File: src/rtl/subtrator_serial.sv
// subtrator_serial
//   Bit-serial N-bit subtractor: d = (a - b - bi) mod 2^N, one bit per clock,
//   LSB first, using a single full-subtractor cell and a registered borrow.
//   The operation is framed by a start/busy/done handshake.
//
// Ports
//   clk    in   rising-edge clock
//   rst_n  in   asynchronous active-low reset
//   start  in   request, sampled only in IDLE
//   a      in   [N-1:0] minuend, captured on accepted start
//   b      in   [N-1:0] subtrahend, captured on accepted start
//   bi     in   borrow-in, captured on accepted start
//   busy   out  high while bits are being processed
//   done   out  one-cycle pulse, d/bo/ovf valid
//   d      out  [N-1:0] difference, held until the next operation completes
//   bo     out  final borrow-out (unsigned a < b + bi)
//   ovf    out  two's-complement overflow
//
// Build option
//   SUBTRATOR_OVF_EN  when defined, ovf is computed from the captured sign
//                     bits and the new result; otherwise ovf is tied to 0.
//
// state | meaning
// IDLE  | waiting for start
// SHIFT | one result bit produced per cycle, N cycles
// DONE  | result presented, done pulse, return to IDLE
module subtrator_serial #(
  parameter int N = 8
) (
  input  logic         clk,
  input  logic         rst_n,
  input  logic         start,
  input  logic [N-1:0] a,
  input  logic [N-1:0] b,
  input  logic         bi,
  output logic         busy,
  output logic         done,
  output logic [N-1:0] d,
  output logic         bo,
  output logic         ovf
);

  localparam int CW = $clog2(N);

  typedef enum logic [1:0] {IDLE, SHIFT, DONE} state_t;

  state_t         state_q, state_d;
  logic [N-1:0]   a_q, a_d;
  logic [N-1:0]   b_q, b_d;
  logic           borrow_q, borrow_d;
  logic [CW-1:0]  cnt_q, cnt_d;
  logic [N-1:0]   res_q, res_d;
  logic [N-1:0]   d_q, d_d;
  logic           bo_q, bo_d;

  logic           x, y, diff_bit, borrow_nxt;
  logic [N-1:0]   res_shift;
  logic           last_bit;

  assign x          = a_q[0];
  assign y          = b_q[0];
  assign diff_bit   = x ^ y ^ borrow_q;
  assign borrow_nxt = (~x & y) | (~(x ^ y) & borrow_q);
  // Result bits enter at the MSB so the word is right-aligned after N shifts.
  assign res_shift  = {diff_bit, res_q[N-1:1]};
  assign last_bit   = (cnt_q == CW'(N - 1));

`ifdef SUBTRATOR_OVF_EN
  logic sa_q, sa_d;
  logic sb_q, sb_d;
  logic ovf_q, ovf_d;
`endif

  always_comb begin
    state_d  = state_q;
    a_d      = a_q;
    b_d      = b_q;
    borrow_d = borrow_q;
    cnt_d    = cnt_q;
    res_d    = res_q;
    d_d      = d_q;
    bo_d     = bo_q;
`ifdef SUBTRATOR_OVF_EN
    sa_d     = sa_q;
    sb_d     = sb_q;
    ovf_d    = ovf_q;
`endif
    case (state_q)
      IDLE: begin
        if (start) begin
          a_d      = a;
          b_d      = b;
          borrow_d = bi;
          cnt_d    = '0;
`ifdef SUBTRATOR_OVF_EN
          sa_d     = a[N-1];
          sb_d     = b[N-1];
`endif
          state_d  = SHIFT;
        end
      end
      SHIFT: begin
        a_d      = a_q >> 1;
        b_d      = b_q >> 1;
        borrow_d = borrow_nxt;
        res_d    = res_shift;
        cnt_d    = cnt_q + CW'(1);
        if (last_bit) begin
          // Outputs are loaded on the transition so they are valid in DONE.
          d_d     = res_shift;
          bo_d    = borrow_nxt;
`ifdef SUBTRATOR_OVF_EN
          ovf_d   = (sa_q != sb_q) && (res_shift[N-1] != sa_q);
`endif
          state_d = DONE;
        end
      end
      DONE:    state_d = IDLE;
      default: state_d = IDLE;
    endcase
  end

  always_ff @(posedge clk or negedge rst_n) begin
    if (!rst_n) begin
      state_q  <= IDLE;
      a_q      <= '0;
      b_q      <= '0;
      borrow_q <= 1'b0;
      cnt_q    <= '0;
      res_q    <= '0;
      d_q      <= '0;
      bo_q     <= 1'b0;
    end else begin
      state_q  <= state_d;
      a_q      <= a_d;
      b_q      <= b_d;
      borrow_q <= borrow_d;
      cnt_q    <= cnt_d;
      res_q    <= res_d;
      d_q      <= d_d;
      bo_q     <= bo_d;
    end
  end

`ifdef SUBTRATOR_OVF_EN
  always_ff @(posedge clk or negedge rst_n) begin
    if (!rst_n) begin
      sa_q  <= 1'b0;
      sb_q  <= 1'b0;
      ovf_q <= 1'b0;
    end else begin
      sa_q  <= sa_d;
      sb_q  <= sb_d;
      ovf_q <= ovf_d;
    end
  end
  assign ovf = ovf_q;
`else
  assign ovf = 1'b0;
`endif

  assign busy = (state_q == SHIFT);
  assign done = (state_q == DONE);
  assign d    = d_q;
  assign bo   = bo_q;

endmodule

File: config.mk
export PLATFORM = sky130hd
export DESIGN_NAME = subtrator_serial
export DESIGN_NICKNAME = d
export VERILOG_FILES = /design/src/rtl/subtrator_serial.sv
export SDC_FILE = /design/constraint.sdc
export NUM_CORES = 1
export LEC_CHECK = 0
export ABC_CLOCK_PERIOD_IN_PS = 1810
export CORE_UTILIZATION = 52
export CTS_CLUSTER_SIZE = 14
export DETAILED_ROUTE_END_ITERATION = 7
export PLACE_DENSITY = 0.79
export SYNTH_ARGS = -nofsm -noshare
export SYNTH_HDL_FRONTEND = slang
export SYNTH_SLANG_ARGS = --single-unit
File: constraint.sdc
create_clock -name clk -period 1.81 [get_ports clk]
set_input_delay 0.362 -clock clk [delete_from_list [all_inputs] [get_ports clk]]
set_output_delay 0.362 -clock clk [all_outputs]
set_load 0.02 [all_outputs]
Yosys cells after proc, flatten, opt, wreduce, memory -nomap -nowiden
Cells that the tools add are included.
{"block": "word_totals", "ff_bits": 39, "latch_bits": 0, "ramBits": 0, "mem_bits_ro": 0, "memories": 0}
{"block": "classes", "addsub": 1, "multipliers": 0, "div": 0, "n_lt_le_gt_ge": 0, "n_eq_ne": 5, "shifts": 0, "n_mux": 11, "bitwise": 7, "n_reduce_logical": 5}
{"cell": "$pmux 8 s2", "n": 2}
{"cell": "$mux 8", "n": 2}
{"cell": "$pmux 3 s2", "n": 1}
{"cell": "$reduce_and 2->1", "n": 3}
{"cell": "$mux 2", "n": 2}
{"cell": "$pmux 2 s2", "n": 1}
{"cell": "$add 3x1->3 const B", "n": 1}
{"cell": "$eq 3x3->1 const B", "n": 1}
{"cell": "$mux 3", "n": 1}
{"cell": "$and 1x1->1", "n": 2}
{"cell": "$eq 2x1->1 const B", "n": 1}
{"cell": "$eq 2x2->1 const B", "n": 1}
{"cell": "$logic_not 2->1", "n": 1}
{"cell": "$ne 2x1->1 const B", "n": 1}
{"cell": "$ne 2x2->1 const B", "n": 1}
{"cell": "$not 1->1", "n": 2}
{"cell": "$pmux 1 s2", "n": 1}
{"cell": "$reduce_bool 2->1", "n": 1}
{"cell": "$xor 1x1->1", "n": 2}
{"cell": "$mux 1", "n": 1}
{"cell": "$or 1x1->1", "n": 1}

Longest topological paths before layout
{"block": "logic_depth", "word_depth": 5, "ltp_mapped": 5}

Least setup slack after synthesis
Ideal clock, no wire load.
{"block": "synth_path", "path_type": "flip-flop to output port", "start": "reg state_q[1]", "end": "out done", "t_arrival_ns": 1.116, "setup_slack_ns": 0.332, "path_stages_with_launch": 4, "path_buffers": 2, "cell_sequence": "dfrtp_1 buf_2 buf_2 nor2b_1"}
{"block": "synth_via", "elab_chain_cells": 1}
{"element": "from (decl)", "line_no": "47", "rtl": "state_t state_q, state_d;"}
{"element": "from (signal assigned)", "line_no": "134", "rtl": "state_q <= state_d;"}
{"element": "$eq 2x2->1", "line_no": "163", "rtl": "assign done = (state_q == DONE);"}
{"element": "to (decl)", "line_no": "37", "rtl": "output logic done,"}
No other way between the ends.

Worst setup path in the final report
{"block": "layout_path", "start": "reg cnt_q[0]", "end": "reg d_q[1], in the netlist d[1]"}
{"block": "layout_via", "elab_chain_cells": 2}
{"element": "from (decl)", "line_no": "51", "rtl": "logic [CW-1:0] cnt_q, cnt_d;"}
{"element": "from (signal assigned)", "line_no": "138", "rtl": "cnt_q <= cnt_d;"}
{"element": "$eq 3x3->1", "line_no": "66", "rtl": "assign last_bit = (cnt_q == CW'(N - 1));"}
{"element": "$reduce_and 2->1 (no line)"}
{"element": "to (signal assigned)", "line_no": "131", "rtl": "d_q <= '0;"}
{"element": "to (signal assigned)", "line_no": "140", "rtl": "d_q <= d_d;"}
{"element": "to (decl)", "line_no": "53", "rtl": "logic [N-1:0] d_q, d_d;"}
No other way between the ends.
A chain may end at the register's enable or synchronous reset.

==> metrics.yaml <==
status: "completed"
slew_headroom_pct: 53.99
crit_required_ns: 2.04
crit_family: "flip-flops"
synth_top_family_by_area: "simple AND/OR/NAND/NOR gates"
tightest_slew_ns: 0.6898
synthMuxAreaShare_pct: 10.55
cts_tree: "done"
yosys_warnings: 0
fin_crit_sh_pct: 93.35
drc: 0
post-route-min-period_ns: 1.690
io_pins: 32
pre_cts_slack_ns: 0.008062
worst_path_most_repeated_cell: "ha_1"
cts.clk_slew.worst_paths_ns: 0.10
yosysSeqAreaShare_pct: 53.11
drive_gt1_share_pct: 19.77
cp.arrival_ns: 1.92
final_cell_mix: "dfrtp_1, clkdlybuf4s50_1, inv_1, mux2_2"
die_x_microns: 60.68
start_util_pct: 56.79
syn_nets: 166
p_leak_nw: 0.9714
worstSkewPairLatency_ns: 0.34
critPathKind: "register to register"
layout_commonest_cell: "dfrtp_1"
ys_seq_elements: 38
die_height_microns: 60.68
crit_path_cell_trace: "ha_1, ha_1, nand3b_1, mux2_2"
dp_hpwl_mm: 2.410
worstPathMaxFanout: 9
wl_per_cell_microns: 16.05
endpoint_kind: "register"
synth_fa_ha_area_share_pct: 2.516
synth_xor_area_share_pct: 0
routabilityCongestion: 0.7144
stdcell_area_sq_mm: 0.002220
postSynthCellCount: 143
max_stage_delay_ns: 0.42
dpl_cell_area_sq_mm: 0.002137
fin_setup_tns_ns: 0
drtAntennaViolNets: 0
worstSetupStartpointType: "register"
cts-root-buf: "clkbuf_4"
synthesis.area_sq_mm: 0.001790
grt-ovfl-total: 0
p_per_area_mw_per_mm2: 1652
synth_area_per_cell_sq_um: 12.52
hold_class: "primary input to asynchronous set/reset pin"
nFillCells: 248
fin_ws_ns: 0.1203
drtIter0Drc: 46
hold_slack_ns: 0.4957
cts_buffers: 5
antenna_found_initial: 0
core_sq_mm: 0.003153
dr.pass1.iters: 4
vias_per_cell: 5.502
rsz0062_at_grt: "no"
yosys.area_share.simple_pct: 15.51
die_area_sq_mm: 0.003682
num_vias: 1216
maxCapViolations: 0
ctsHtreeMaxLevel: 2
max_freq_mhz: 591.8
num_rows: 20
critPathSlowestCell: "dfrtp_1"
route.final.wire_length_mm: 3.548
cp_num_buf_inv: 0
clkSinkCount: 38
skew_ns: 0.006554
final_nets: 199
ys_types: 29
grt_max_degree: 39
hold_violations: 0
clockBufferDepth: 2
grt_pass1_vias: 1246
setup_violations: 0
io_buffer_count: 30
post_cts_buffers: 0
grt_pass1_wl_mm: 5.727
peakVddDrop_v: 0.0008355
finish.utilization_pct: 70.40
grt.total_usage_pct: 22.39
syn2layout_area_growth_pct: 23.97
n_antenna_cell: 0
maxSlewViolCount: 0
synth-compound-area-share_pct: 10.69
reg2reg_slack_ns: 0.12
[layout make-up]
type,instances,area (sq um),area share (%)
Clock buffer,7,45.04,2.029
Clock inverter,1,30.03,1.353
Inverter,15,56.30,2.537
Multi-Input combinational cell,77,706.9,31.85
Sequential cell,38,950.9,42.84
Tap cell,44,55.05,2.480
Timing Repair Buffer,39,375.4,16.91
[metal layers]
| metal | GRT usage (%) | wire length [microns] |
|---|---|---|
| met1 | 27.49 | 1551 |
| met2 | 36.89 | 1802 |
| met3 | 5.117 | 120 |
| met4 | 12.01 | 74 |
| met5 | 0 | 0 |
[per-stage QoR]
stage          std cells  power (W)
2_1_floorplan        143   0.002589
3_3_place_gp         212   0.003012
3_5_place_dp         212   0.003140
4_1_cts              221   0.003703
5_1_grt              221   0.003917
6_report             221   0.003667
[state kept, by name (all words and copies together), names as in the netlist]
signal    flops
a_q           8
res_q         7
d             8
bo            1
state_q       2
b_q           8
cnt_q         3
borrow_q      1
[report_power, final]
part,switching [W],internal [W],leakage (nW)
sequential,0.000238,0.00126,0.444
clock,0.000271,0.000293,0.0395
combinational,0.000768,0.000838,0.488
[repair_timing]
item	4_1_cts	5_1_grt
hold buffers	1	0
gates resized for setup	2	0
setup endpoints to repair	2	0
hold endpoints to repair	38	0
[final timing paths]
path | start | end | depth (start not counted)
max | cnt_q[0] | d[1] | 4
min in group clk | a_q[7] | a_q[7] | 1
max reg2reg | cnt_q[0] | d[1] | 4
min | rst_n | res_q[2] | 3
max in group asynchronous | rst_n | a_q[7] | 3
min reg2reg | a_q[7] | a_q[7] | 1
[cell usage after synthesis]
library cell	n	area [sq um]
fa_1	1	20.02
or4b_1	3	30.03
mux2_2	13	146.4
clkbuf_1	2	7.510
nor4bb_1	2	20.02
a211oi_1	11	82.58
nor3b_1	12	90.09
mux2_1	2	22.52
ha_1	2	25.02
nand2b_1	3	18.77
dfrtp_1	38	950.9
a21o_1	1	7.510
a221oi_2	1	15.01
conb_1	1	3.750
nand3b_1	1	7.510
buf_6	1	11.26
a211o_1	1	8.760
mux2i_1	2	20.02
inv_1	14	52.55
o21ba_2	1	10.01
buf_4	3	22.52
a22o_1	2	17.52
inv_2	1	3.750
nor2b_1	1	6.260
nor4b_1	12	105.1
o21bai_2	1	11.26
o221a_2	3	33.78
a21oi_1	1	5.000
buf_2	7	35.03
[logic make-up (layout without fill, tap and decap cells)]
group / count (synthesis) / after routing
DFF: 38 / 38
and+or+nand+nor: 34 / 34
adders and majority gates: 3 / 3
AOI/OAI and AO/OA: 22 / 22
muxes: 17 / 17
buffers and inverters: 28 / 62
other: 1 / 1
[worst register-to-register path, stage by stage, from the launching register on]
cell,delay [ns]
dfrtp_1,0.42
ha_1,0.22
ha_1,0.19
nand3b_1,0.36
mux2_2,0.40
(Power assumes the default switching activity.)
